==> src/rtl/fpu_pkg.sv <==
// Shared types for the FPU compare path: op codes, operand class bits, canonical NaN.
// Latency: n/a (types and constant functions only).
// Backpressure: n/a.
package fpu_pkg;

  // Operation codes for the compare/min/max unit; 5..7 are reserved.
  typedef enum logic [2:0] {
    OP_MIN = 3'd0,
    OP_MAX = 3'd1,
    OP_EQ  = 3'd2,
    OP_LT  = 3'd3,
    OP_LE  = 3'd4
  } cmp_op_e;

  // One-hot operand classification.
  typedef struct packed {
    logic zero;
    logic subnormal;
    logic normal;
    logic inf;
    logic qnan;
    logic snan;
  } fp_class_t;

  // Widest format the canonical NaN helper can build.
  localparam int MAX_FP_W = 64;

  // Canonical quiet NaN: sign 0, exponent all ones, mantissa MSB set, rest 0.
  // Callers take the low 1+exp_w+man_w bits.
  function automatic logic [MAX_FP_W-1:0] canonical_nan(input int exp_w, input int man_w);
    logic [MAX_FP_W-1:0] v;
    v = '0;
    for (int i = 0; i < exp_w; i++) begin
      v[man_w + i] = 1'b1;
    end
    v[man_w - 1] = 1'b1;
    return v;
  endfunction

endpackage

==> src/rtl/fp_classify.sv <==
// Classifies the magnitude field {exp, mantissa} of one operand into zero/sub/normal/inf/qNaN/sNaN.
// Latency: combinational.
// Backpressure: none, pure function of its input.
module fp_classify
  import fpu_pkg::*;
#(
  parameter int EXP_W = 8,
  parameter int MAN_W = 23
) (
  input  logic [EXP_W+MAN_W-1:0] mag,
  output fp_class_t              cls
);

  logic [EXP_W-1:0] exp_f;
  logic [MAN_W-1:0] man_f;
  logic             exp_ones;
  logic             exp_zero;
  logic             man_zero;

  assign exp_f    = mag[MAN_W +: EXP_W];
  assign man_f    = mag[MAN_W-1:0];
  assign exp_ones = &exp_f;
  assign exp_zero = ~|exp_f;
  assign man_zero = ~|man_f;

  // Decode the class; the sign does not affect classification so it is not an input.
  always_comb begin
    cls           = '0;
    cls.zero      = exp_zero & man_zero;
    cls.subnormal = exp_zero & ~man_zero;
    cls.normal    = ~exp_zero & ~exp_ones;
    cls.inf       = exp_ones & man_zero;
    cls.qnan      = exp_ones & man_f[MAN_W-1];
    cls.snan      = exp_ones & ~man_f[MAN_W-1] & ~man_zero;
  end

endmodule

==> src/rtl/fcmp_pipe.sv <==
// Pipelined floating-point EQ/LT/LE compare and MIN/MAX with NaN, signed-zero and NV semantics.
// Latency: PIPE_STAGES (1 or 2) cycles from accept to out_valid_o, one op per cycle.
// Backpressure: valid/ready; a stage advances when empty or when the stage after it advances.
module fcmp_pipe
  import fpu_pkg::*;
#(
  parameter int EXP_W       = 8,
  parameter int MAN_W       = 23,
  parameter int PIPE_STAGES = 2,
  parameter int TAG_W       = 4
) (
  input  logic                     clk_i,
  input  logic                     rst_ni,
  input  logic                     in_valid_i,
  output logic                     in_ready_o,
  input  logic [2:0]               op_i,
  input  logic [EXP_W+MAN_W:0]     operand_a_i,
  input  logic [EXP_W+MAN_W:0]     operand_b_i,
  input  logic [TAG_W-1:0]         tag_i,
  output logic                     out_valid_o,
  input  logic                     out_ready_i,
  output logic [EXP_W+MAN_W:0]     result_o,
  output logic                     cmp_o,
  output logic                     nv_o,
  output logic [TAG_W-1:0]         tag_o
);

  localparam int W = 1 + EXP_W + MAN_W;
  localparam logic [MAX_FP_W-1:0] CNAN_FULL = canonical_nan(EXP_W, MAN_W);
  localparam logic [W-1:0]        CNAN      = CNAN_FULL[W-1:0];

  // Everything stage 1 learns about an operation.
  typedef struct packed {
    logic [2:0]       op;
    logic [TAG_W-1:0] tag;
    logic [W-1:0]     a;
    logic [W-1:0]     b;
    fp_class_t        cls_a;
    fp_class_t        cls_b;
    logic             mag_lt;
    logic             mag_eq;
  } s1_t;

  typedef struct packed {
    logic [W-1:0]     result;
    logic             cmp;
    logic             nv;
    logic [TAG_W-1:0] tag;
  } res_t;

  fp_class_t cls_a;
  fp_class_t cls_b;
  s1_t       s1_in;
  logic      feed_vld;
  res_t      feed_res;
  logic      out_adv;
  logic      out_vld_q;
  res_t      out_q;

  fp_class_t unused_cls;
  assign unused_cls = '0;

  fp_classify #(.EXP_W(EXP_W), .MAN_W(MAN_W)) u_cls_a (
    .mag (operand_a_i[W-2:0]),
    .cls (cls_a)
  );

  fp_classify #(.EXP_W(EXP_W), .MAN_W(MAN_W)) u_cls_b (
    .mag (operand_b_i[W-2:0]),
    .cls (cls_b)
  );

  // Stage 1 front end: classes plus unsigned magnitude ordering on {exp, mantissa}.
  always_comb begin
    s1_in        = '0;
    s1_in.op     = op_i;
    s1_in.tag    = tag_i;
    s1_in.a      = operand_a_i;
    s1_in.b      = operand_b_i;
    s1_in.cls_a  = cls_a;
    s1_in.cls_b  = cls_b;
    s1_in.mag_lt = operand_a_i[W-2:0] < operand_b_i[W-2:0];
    s1_in.mag_eq = operand_a_i[W-2:0] == operand_b_i[W-2:0];
  end

  // Result/flag selection from stage-1 information.
  function automatic res_t select_result(input s1_t s);
    res_t r;
    logic sa, sb, a_nan, b_nan, any_snan, ordered, both_zero, eq, lt, lt_mm;
    sa        = s.a[W-1];
    sb        = s.b[W-1];
    a_nan     = s.cls_a.qnan | s.cls_a.snan;
    b_nan     = s.cls_b.qnan | s.cls_b.snan;
    any_snan  = s.cls_a.snan | s.cls_b.snan;
    ordered   = (s.cls_a.zero | s.cls_a.subnormal | s.cls_a.normal | s.cls_a.inf) &
                (s.cls_b.zero | s.cls_b.subnormal | s.cls_b.normal | s.cls_b.inf);
    both_zero = s.cls_a.zero & s.cls_b.zero;
    // Zeros of either sign are equal; otherwise identical encodings are equal.
    eq        = both_zero | (s.mag_eq & (sa == sb));
    // Negative magnitudes order in reverse; mixed signs are decided by the sign alone.
    if (both_zero)     lt = 1'b0;
    else if (sa != sb) lt = sa;
    else if (!sa)      lt = s.mag_lt;
    else               lt = ~s.mag_lt & ~s.mag_eq;
    // Min/max additionally place -0 below +0.
    lt_mm = lt | (both_zero & sa & ~sb);

    r     = '0;
    r.tag = s.tag;
    case (s.op)
      OP_MIN, OP_MAX: begin
        r.nv = any_snan;
        if (a_nan && b_nan)  r.result = CNAN;
        else if (a_nan)      r.result = s.b;
        else if (b_nan)      r.result = s.a;
        else if (s.op == OP_MIN) r.result = lt_mm ? s.a : s.b;
        else                     r.result = lt_mm ? s.b : s.a;
      end
      OP_EQ: begin
        r.cmp = ordered & eq;
        r.nv  = any_snan;
      end
      OP_LT: begin
        r.cmp = ordered & lt;
        r.nv  = ~ordered;
      end
      OP_LE: begin
        r.cmp = ordered & (lt | eq);
        r.nv  = ~ordered;
      end
      default: ;
    endcase
    if (s.op == OP_EQ || s.op == OP_LT || s.op == OP_LE) begin
      r.result = {{(W-1){1'b0}}, r.cmp};
    end
    return r;
  endfunction

  assign out_adv = ~out_vld_q | out_ready_i;

  generate
    if (PIPE_STAGES == 2) begin : g_two
      s1_t  s1_q;
      logic s1_vld;

      assign in_ready_o = ~s1_vld | out_adv;
      assign feed_vld   = s1_vld;
      assign feed_res   = select_result(s1_q);

      // Stage-1 register: takes a new op whenever it is empty or its content moves on.
      always_ff @(posedge clk_i or negedge rst_ni) begin
        if (!rst_ni) begin
          s1_vld <= 1'b0;
          s1_q   <= '0;
        end else if (in_ready_o) begin
          s1_vld <= in_valid_i;
          if (in_valid_i) s1_q <= s1_in;
        end
      end
    end else if (PIPE_STAGES == 1) begin : g_one
      assign in_ready_o = out_adv;
      assign feed_vld   = in_valid_i;
      assign feed_res   = select_result(s1_in);
    end else begin : g_bad
      $error("fcmp_pipe: PIPE_STAGES must be 1 or 2");
      assign in_ready_o = 1'b0;
      assign feed_vld   = 1'b0;
      assign feed_res   = '0;
    end
  endgenerate

  // Output register: loads when empty or consumed, otherwise holds everything stable.
  always_ff @(posedge clk_i or negedge rst_ni) begin
    if (!rst_ni) begin
      out_vld_q <= 1'b0;
      out_q     <= '0;
    end else if (out_adv) begin
      out_vld_q <= feed_vld;
      if (feed_vld) out_q <= feed_res;
    end
  end

  assign out_valid_o = out_vld_q;
  assign result_o    = out_q.result;
  assign cmp_o       = out_q.cmp;
  assign nv_o        = out_q.nv;
  assign tag_o       = out_q.tag;

endmodule

==> config.mk <==
export PLATFORM = sky130hd
export DESIGN_NAME = fcmp_pipe
export DESIGN_NICKNAME = d
export VERILOG_FILES = /design/src/rtl/fpu_pkg.sv /design/src/rtl/fp_classify.sv /design/src/rtl/fcmp_pipe.sv
export SDC_FILE = /design/constraint.sdc
export NUM_CORES = 1
export LEC_CHECK = 0
export ABC_CLOCK_PERIOD_IN_PS = 3630
export BUFFER_PORTS_ARGS = -buffer_cell sky130_fd_sc_hd__buf_4
export CORE_MARGIN = 4
export CORE_UTILIZATION = 25
export CTS_CLUSTER_SIZE = 16
export DETAILED_ROUTE_END_ITERATION = 8
export PLACE_DENSITY = 0.43
export SLEW_MARGIN = 5
export SYNTH_ARGS = -nofsm -noshare
export SYNTH_HDL_FRONTEND = slang
export SYNTH_SLANG_ARGS = --single-unit
==> constraint.sdc <==
create_clock -name clk_i -period 3.63 [get_ports clk_i]
set_clock_uncertainty 0.05 [all_clocks]
set_input_delay 0.726 -clock clk_i [delete_from_list [all_inputs] [get_ports clk_i]]
set_output_delay 0.726 -clock clk_i [all_outputs]
set_load 0.02 [all_outputs]
==> results of run 1 <==
metal layers:
metal / wire, um / up-vias / GRT usage (%)
met4: 88 / 0 / 2.27
met5: 0 / - / 0
li1: - / 2494 / -
met3: 1100 / 6 / 3.87
met1: 9580 / 2395 / 21.2
met2: 8070 / 130 / 21.7
worst paths after layout:
| kind | startpoint | endpoint | slack (ns) | cells after the start |
|---|---|---|---|---|
| worst max-delay path | g_two.s1_q[77] | result_o[8] | 0.99 | 10 |
| worst min-delay path | rst_ni | tag_o[2] | 0.26 | 1 |
| worst max register to register | g_two.s1_q[77] | result_o[8] | 0.99 | 10 |
| worst min register to register | g_two.s1_q[76] | g_two.s1_q[76] | 0.42 | 2 |
| max in group asynchronous | rst_ni | result_o[11] | 2.39 | 2 |
| min in group clk_i | g_two.s1_q[76] | g_two.s1_q[76] | 0.42 | 2 |
state kept, by name (all words and copies together), names as in the netlist:
register     cells
nv_o             1
g_two.s1_q      81
cmp_o            1
tag_o            4
out_valid_o      1
feed_res         4
feed_vld         1
result_o        32
cells by family (layout without fill, tap and decap cells):
logic type / Yosys count / count (layout) / synth area share [%]
AOI/OAI and AO/OA: 129 / 129 / 14.6
adders and majority gates: 33 / 33 / 6.72
buffers and inverters: 68 / 189 / 4.70
DFF: 125 / 125 / 50.9
muxes: 5 / 5 / 0.896
and+or+nand+nor: 295 / 295 / 22.1
placed cells by master (no fill, tap or decap), drive strengths merged, types with 4 or more instances in the layout:
master  count
a211oi      4
a21oi      10
a221o      21
a22o        6
a311o       9
and2       22
buf       122
clkbuf     23
clkinv      4
dfrtp     125
ha         33
inv        37
mux2        4
nand2     186
nand2b      7
nand3       7
nand4       9
nor2       15
nor3       11
nor3b      11
nor4       14
o211ai      4
o21ai      59
final cells by class:
| class | count | area share (%) |
|---|---|---|
| multi-input cells | 462 | 34.5 |
| inverters | 37 | 1.75 |
| clock inverters | 7 | 1.11 |
| clock buffers | 23 | 6.16 |
| flip-flops and latches | 125 | 39.5 |
| well taps | 324 | 5.12 |
| repair buffers | 122 | 11.9 |
worst max-delay path, stage by stage (launching register included):
cell and delay, ns:
sky130_fd_sc_hd__dfrtp_1 0.45, sky130_fd_sc_hd__inv_2 0.06, sky130_fd_sc_hd__ha_1 0.29, sky130_fd_sc_hd__nand2b_1 0.16, sky130_fd_sc_hd__o221a_2 0.27, sky130_fd_sc_hd__nor3b_1 0.29
sky130_fd_sc_hd__nor3_2 0.08, sky130_fd_sc_hd__buf_4 0.22, sky130_fd_sc_hd__nor2_1 0.14, sky130_fd_sc_hd__buf_4 0.33, sky130_fd_sc_hd__a221o_1 0.21
power by group:
part,leakage (nW),switching [mW],internal (mW)
registers,1.58,0.133,1.60
logic,2.02,0.514,0.390
clock network,0.285,0.612,1.07
total,3.88,1.26,3.06
stage by stage:
step	power [mW]	std cells	utilization, %	setup slack (ns)	instance area [um2]
2_1_floorplan	2.24	655	-	1.32	6140
3_3_place_gp	2.67	1070	30.3	1.03	7350
3_5_place_dp	2.67	1070	30.3	1.01	7350
4_1_cts	4.37	1100	32.7	0.973	7930
5_1_grt	4.55	1100	32.7	0.758	7930
6_report	4.32	1100	32.7	0.991	7930
==> impl_metrics.prom, run 1 <==
# TYPE chip_impl_metric gauge
chip_impl_info{name="run_status",value="finished, final reports clean"} 1
chip_impl_metric{name="vias",unit=""} 5025
chip_impl_metric{name="worst_pin_slew",unit="ns"} 0.735
chip_impl_metric{name="number_of_cell_rows",unit=""} 57
chip_impl_metric{name="synthesis.instances",unit=""} 655
chip_impl_metric{name="syn_area",unit="um2"} 6140
chip_impl_metric{name="clock_latency",unit="ns"} 0.41
chip_impl_metric{name="grt_max_degree",unit=""} 87
chip_impl_metric{name="combined_flip_flop_and_latch_cell_area",unit="um2"} 3130
chip_impl_metric{name="htree_levels",unit=""} 4
chip_impl_metric{name="area_share_of_the_largest_cell_type_after_synthesis",unit="%"} 50.9
chip_impl_metric{name="final-setup-viol-count",unit=""} 0
chip_impl_metric{name="floorplan.die_area",unit="um2"} 27200
chip_impl_metric{name="chipWidth",unit="um"} 165
chip_impl_metric{name="synth-seq-cells",unit=""} 125
chip_impl_metric{name="clk_transition_reported_paths",unit="ns"} 0.06
chip_impl_metric{name="tritoncts.num_buffers",unit=""} 17
chip_impl_info{name="holdCritPathClass",value="input pin to async pin"} 1
chip_impl_info{name="synth.area.top_cells",value="sky130_fd_sc_hd__dfrtp_1, sky130_fd_sc_hd__nand2_1, sky130_fd_sc_hd__ha_1"} 1
chip_impl_metric{name="first_iter_violations",unit=""} 255
chip_impl_metric{name="timing.final.crit_share",unit="%"} 72.7
chip_impl_metric{name="worst-endpoint-required",unit="ns"} 3.93
chip_impl_metric{name="synth_sequential_area_ratio",unit="%"} 50.9
chip_impl_metric{name="initial_antenna_violation_count",unit=""} 0
chip_impl_metric{name="timing_hold_violations_final",unit=""} 0
chip_impl_metric{name="share_of_post_route_cells_with_drive_strength_above_1",unit="%"} 21.0
chip_impl_metric{name="port_buffers",unit=""} 114
chip_impl_metric{name="finalWorstPathRequiredPeriod",unit="ns"} 2.64
chip_impl_metric{name="final_max_slew_viol_count",unit=""} 0
chip_impl_metric{name="count_of_flip_flops_with_a_built_in_enable_after_synthesis",unit=""} 0
chip_impl_metric{name="multi_input_area",unit="um2"} 2740
chip_impl_metric{name="synth_cell_type_count",unit=""} 50
chip_impl_metric{name="drt_wl_total",unit="mm"} 18.8
chip_impl_metric{name="cts.repair.resized",unit=""} 0
chip_impl_metric{name="max_slew_headroom",unit="%"} 50.3
chip_impl_metric{name="viasPerCell",unit=""} 4.57
chip_impl_info{name="critPathLaunchType",value="flip-flop"} 1
chip_impl_info{name="crit_type",value="flip-flop to flip-flop"} 1
chip_impl_metric{name="fp.coreArea",unit="um2"} 24200
chip_impl_metric{name="initial_core_util",unit="%"} 25.3
chip_impl_info{name="synthDominantAreaCellType",value="sky130_fd_sc_hd__dfrtp_1"} 1
chip_impl_metric{name="areaGrowthSynthToFinish",unit="%"} 29.0
chip_impl_info{name="rsz0062_at_grt",value="false"} 1
chip_impl_metric{name="number_of_global_route_vias_before_repair",unit=""} 5414
chip_impl_metric{name="hold_slack_final",unit="ns"} 0.261
chip_impl_metric{name="max_cap_viol_count",unit=""} 0
chip_impl_metric{name="grt_first_pass_wirelength",unit="mm"} 30.3
chip_impl_info{name="ys_dominant_reg_cell",value="sky130_fd_sc_hd__dfrtp_1"} 1
chip_impl_metric{name="antenna_violating_nets_post_route",unit=""} 0
chip_impl_metric{name="clock-sinks",unit=""} 125
chip_impl_metric{name="achievable-frequency",unit="GHz"} 0.379
chip_impl_metric{name="setup_tns",unit="ns"} 0
chip_impl_metric{name="design.final.nets",unit=""} 873
chip_impl_metric{name="crit_fanout",unit=""} 21
chip_impl_metric{name="total_leakage_power",unit="nW"} 3.88
chip_impl_metric{name="synth-async-reset-ratio",unit="%"} 100
chip_impl_info{name="ctsRootBufferMaster",value="sky130_fd_sc_hd__clkbuf_16"} 1
chip_impl_metric{name="die_boundary_height",unit="um"} 165
chip_impl_metric{name="globalRoute.totalOverflow",unit=""} 0
chip_impl_metric{name="synth_warnings",unit=""} 0
chip_impl_metric{name="cellPowerDensity",unit="nW/um2"} 545
chip_impl_info{name="clock_tree_from_tritoncts",value="yes"} 1
chip_impl_metric{name="postSynthNetCount",unit=""} 763
chip_impl_metric{name="pin_count",unit=""} 115
chip_impl_metric{name="cts_post_setup_buffers_inserted",unit=""} 0
chip_impl_metric{name="layout.filler_cells",unit=""} 2551
chip_impl_metric{name="post_cts_hold_buffer_count",unit=""} 0
chip_impl_metric{name="num_antenna_cells",unit=""} 0
chip_impl_metric{name="per_cell_routed_wire_length",unit="um"} 17.1
chip_impl_metric{name="grtUsageTotal",unit="%"} 14.4
chip_impl_metric{name="cp.arrival",unit="ns"} 2.94
chip_impl_metric{name="vdd_drop_max",unit="mV"} 0.225
chip_impl_metric{name="syn_avg_cell_area",unit="um2"} 9.38
chip_impl_metric{name="gp_congestion",unit=""} 0.834
chip_impl_metric{name="buffers_from_clock_root_to_sink_at_most",unit=""} 2
chip_impl_info{name="synth.top_cells.by_count",value="sky130_fd_sc_hd__nand2_1, sky130_fd_sc_hd__dfrtp_1, sky130_fd_sc_hd__o21ai_0"} 1
chip_impl_info{name="setup.worst_path.end_class",value="flip-flop"} 1
chip_impl_metric{name="post-dp-hpwl",unit="mm"} 13.4
chip_impl_metric{name="post-route-drc-count",unit=""} 0
chip_impl_metric{name="drtPass1Iterations",unit=""} 4
chip_impl_info{name="synthMostInstantiatedCell",value="sky130_fd_sc_hd__nand2_1"} 1
(Power assumes the default switching activity.)
==> run 2, diff against run 1 <==
- ABC_CLOCK_PERIOD_IN_PS: 3630 -> 2600
- clock period: 3.63 -> 2.6 ns (I/O delays scaled with it)
==> run 2 against run 1 <==
Critical path depth shrank 1. Core utilization is 0.56 points higher. Non-clock buffer count is 12 higher. Via count rose by 2.5%. Total power grew 41%. Sequential power increased by 39%. Clock power up 42%. First-iteration DRC count is 7.5% higher. Hold slack got worse by 0.015 ns. Wire length rose by 3.1%. Sequential share of layout area shrank 0.66 points. Largest power group unchanged.
==> impl_metrics.prom, run 2 (synthesized netlist as in run 1, its figures left out) <==
# TYPE chip_impl_metric gauge
chip_impl_metric{name="min_path_cells",unit=""} 3
chip_impl_info{name="slowest_stage",value="sky130_fd_sc_hd__dfrtp_1"} 1
chip_impl_metric{name="initial_antenna_violation_count",unit=""} 0
chip_impl_metric{name="worst_pin_slew",unit="ns"} 0.683
chip_impl_metric{name="grt_max_degree",unit=""} 77
chip_impl_metric{name="post-dp-hpwl",unit="mm"} 13.9
chip_impl_metric{name="final-setup-viol-count",unit=""} 0
chip_impl_info{name="crit_type",value="flip-flop to flip-flop"} 1
chip_impl_info{name="critical_path.top_delay_family",value="compound AO/OA/AOI/OAI gates"} 1
chip_impl_metric{name="largest_register_ff_count",unit=""} 81
chip_impl_metric{name="crit_fanout",unit=""} 21
chip_impl_metric{name="grt_first_pass_wirelength",unit="mm"} 31.0
chip_impl_metric{name="share_of_post_route_cells_with_drive_strength_above_1",unit="%"} 22.2
chip_impl_metric{name="power.net_switching",unit="mW"} 1.80
chip_impl_metric{name="final_max_slew_viol_count",unit=""} 0
chip_impl_metric{name="numPlacedInstances",unit=""} 1081
chip_impl_metric{name="globalRoute.totalOverflow",unit=""} 0
chip_impl_metric{name="drtPass1Iterations",unit=""} 4
chip_impl_metric{name="areaGrowthSynthToFinish",unit="%"} 31.2
chip_impl_metric{name="finalWorstPathRequiredPeriod",unit="ns"} 2.38
chip_impl_metric{name="per_cell_routed_wire_length",unit="um"} 17.5
chip_impl_metric{name="number_of_cell_rows",unit=""} 57
chip_impl_metric{name="viasPerCell",unit=""} 4.63
chip_impl_metric{name="max_slew_headroom",unit="%"} 53.9
chip_impl_info{name="setup.worst_path.end_class",value="flip-flop"} 1
chip_impl_metric{name="cp.arrival",unit="ns"} 2.63
chip_impl_metric{name="clock-sinks",unit=""} 125
chip_impl_info{name="hold_path_startpoint",value="tag_i[3]"} 1
chip_impl_metric{name="die_boundary_height",unit="um"} 165
chip_impl_metric{name="achievable-frequency",unit="GHz"} 0.419
chip_impl_metric{name="clock_latency",unit="ns"} 0.41
chip_impl_metric{name="part_of_the_total_power_dissipated_in_sequential_elements",unit="%"} 39.6
chip_impl_metric{name="finalWorstSetupSlack",unit="ns"} 0.215
chip_impl_metric{name="post-route-drc-count",unit=""} 0
chip_impl_metric{name="reg2reg_slack",unit="ns"} 0.22
chip_impl_metric{name="tritoncts.num_buffers",unit=""} 17
chip_impl_metric{name="chipWidth",unit="um"} 165
chip_impl_metric{name="drt_wl_total",unit="mm"} 19.4
chip_impl_metric{name="antenna_violating_nets_post_route",unit=""} 0
chip_impl_metric{name="reg2reg_depth",unit=""} 9
chip_impl_info{name="clock_tree_from_tritoncts",value="yes"} 1
chip_impl_metric{name="stdcell_count",unit=""} 1112
chip_impl_metric{name="buffers_from_clock_root_to_sink_at_most",unit=""} 2
chip_impl_metric{name="gp_congestion",unit=""} 0.804
chip_impl_metric{name="num_antenna_cells",unit=""} 0
chip_impl_metric{name="total_leakage_power",unit="nW"} 3.96
chip_impl_metric{name="p_total",unit="mW"} 6.09
chip_impl_metric{name="worst-endpoint-required",unit="ns"} 2.84
chip_impl_metric{name="clk_transition_reported_paths",unit="ns"} 0.06
chip_impl_metric{name="htree_levels",unit=""} 4
chip_impl_metric{name="design.final.nets",unit=""} 885
chip_impl_metric{name="grtUsageTotal",unit="%"} 14.9
chip_impl_info{name="holdCritPathClass",value="input pin to flip-flop"} 1
chip_impl_metric{name="power_report.internal_total",unit="mW"} 4.29
chip_impl_metric{name="max_cap_viol_count",unit=""} 0
chip_impl_info{name="top_register",value="g_two.s1_q"} 1
chip_impl_info{name="mostFrequentLayoutCell",value="sky130_fd_sc_hd__nand2_1"} 1
chip_impl_info{name="reg_to_reg_start",value="g_two.s1_q[45]"} 1
chip_impl_metric{name="port_buffers",unit=""} 114
chip_impl_metric{name="timing_hold_violations_final",unit=""} 0
chip_impl_metric{name="pin_count",unit=""} 115
chip_impl_info{name="layout_common_cells",value="sky130_fd_sc_hd__nand2_1, sky130_fd_sc_hd__buf_4, sky130_fd_sc_hd__dfrtp_1"} 1
chip_impl_info{name="rsz0062_at_grt",value="false"} 1
chip_impl_metric{name="placed_cell_area",unit="um2"} 7470
chip_impl_metric{name="vdd_drop_max",unit="mV"} 0.355
chip_impl_metric{name="setup_tns",unit="ns"} 0
chip_impl_metric{name="number_of_global_route_vias_before_repair",unit=""} 5497
chip_impl_metric{name="critical_path_buf_inv_count",unit=""} 2
chip_impl_metric{name="swShare",unit="%"} 29.5
chip_impl_metric{name="dpl_worst_slack",unit="ns"} 0.133
chip_impl_info{name="run_status",value="finished, final reports clean"} 1
chip_impl_metric{name="p_comb_share",unit="%"} 21.4
chip_impl_metric{name="clkPwrFrac",unit="%"} 39.1
chip_impl_metric{name="first_iter_violations",unit=""} 274
chip_impl_info{name="ctsRootBufferMaster",value="sky130_fd_sc_hd__clkbuf_16"} 1
chip_impl_metric{name="critical_path.max_stage_delay",unit="ns"} 0.38
chip_impl_metric{name="floorplan.die_area",unit="um2"} 27200
chip_impl_metric{name="timing.final.crit_share",unit="%"} 91.7
chip_impl_metric{name="initial_core_util",unit="%"} 25.3
chip_impl_metric{name="cellPowerDensity",unit="nW/um2"} 755
chip_impl_metric{name="finish.instance_area",unit="um2"} 8060
chip_impl_metric{name="layout.filler_cells",unit=""} 2627
chip_impl_info{name="timing.hold.worst_endpoint",value="feed_res[3]"} 1
chip_impl_info{name="r2r-end",value="result_o[9]"} 1
chip_impl_metric{name="vias",unit=""} 5150
chip_impl_info{name="critPathLaunchType",value="flip-flop"} 1
chip_impl_info{name="timing.critical_path.cells",value="inv_1 -> ha_1 -> nand2b_1 -> o221a_2 -> nor3b_2 -> or2_4 -> a211oi_4 -> buf_12 -> a221o_1"} 1
chip_impl_metric{name="fp.coreArea",unit="um2"} 24200
[run 2: worst max-delay path by stage]
| stage | startpoint | endpoint | slack [ns] | cells past startpoint |
|---|---|---|---|---|
| floorplan | g_two.s1_q[77] | result_o[22] | 0.29 | 9 |
| global placement | g_two.s1_q[45] | result_o[16] | 0.18 | 9 |
| detailed placement | g_two.s1_q[45] | result_o[14] | 0.13 | 9 |
| CTS | g_two.s1_q[45] | result_o[9] | 0.11 | 9 |
| global route | g_two.s1_q[45] | result_o[18] | 0.1 | 9 |
| finish | g_two.s1_q[45] | result_o[9] | 0.22 | 9 |
[run 2: worst reg2reg max path, cell delays in order (launching register included)]
cell and delay, ns:
sky130_fd_sc_hd__dfrtp_1 0.38, sky130_fd_sc_hd__inv_1 0.07, sky130_fd_sc_hd__ha_1 0.32, sky130_fd_sc_hd__nand2b_1 0.17
sky130_fd_sc_hd__o221a_2 0.27, sky130_fd_sc_hd__nor3b_2 0.22, sky130_fd_sc_hd__or2_4 0.17, sky130_fd_sc_hd__a211oi_4 0.06
sky130_fd_sc_hd__buf_12 0.19, sky130_fd_sc_hd__a221o_1 0.36
[run 2: final cells by class]
class,instances,area [um2],share of cell area (%)
well taps,324,405,5.03
clock buffers,23,488,6.05
clock inverters,7,87.6,1.09
multi-input cells,462,2740,34.0
flip-flops and latches,125,3130,38.8
inverters,37,139,1.72
repair buffers,134,1070,13.3
[run 2: stage by stage]
stage               util (%)  hold slack (ns)
floorplan                  -            0.174
global placement        30.8            0.319
detailed placement      30.8            0.318
CTS                     33.2            0.233
global route            33.2            0.244
finish                  33.2            0.246
[run 2: timing repair]
item | CTS | global route
hold buffers | 1 | 0
endpoints found under the setup margin | 0 | 21
setup buffers | 0 | 0
gates resized for setup | 0 | 1
hold endpoints to repair | 7 | 0
[run 2: routing by layer]
layer	track usage [%]	share of wire [%]
met2	22.4	43
met5	0	0
met3	3.34	5.4
met4	3.52	0.94
met1	21.7	51
[run 2: power by group through the flow]
stage | Combinational (mW) | Clock, mW | Sequential, mW
after floorplan | 0.580 | 0 | 2.55
after global placement | 1.31 | 0 | 2.45
after detailed placement | 1.33 | 0 | 2.44
after CTS | 1.33 | 2.43 | 2.41
after global routing | 1.45 | 2.51 | 2.45
final | 1.30 | 2.38 | 2.41
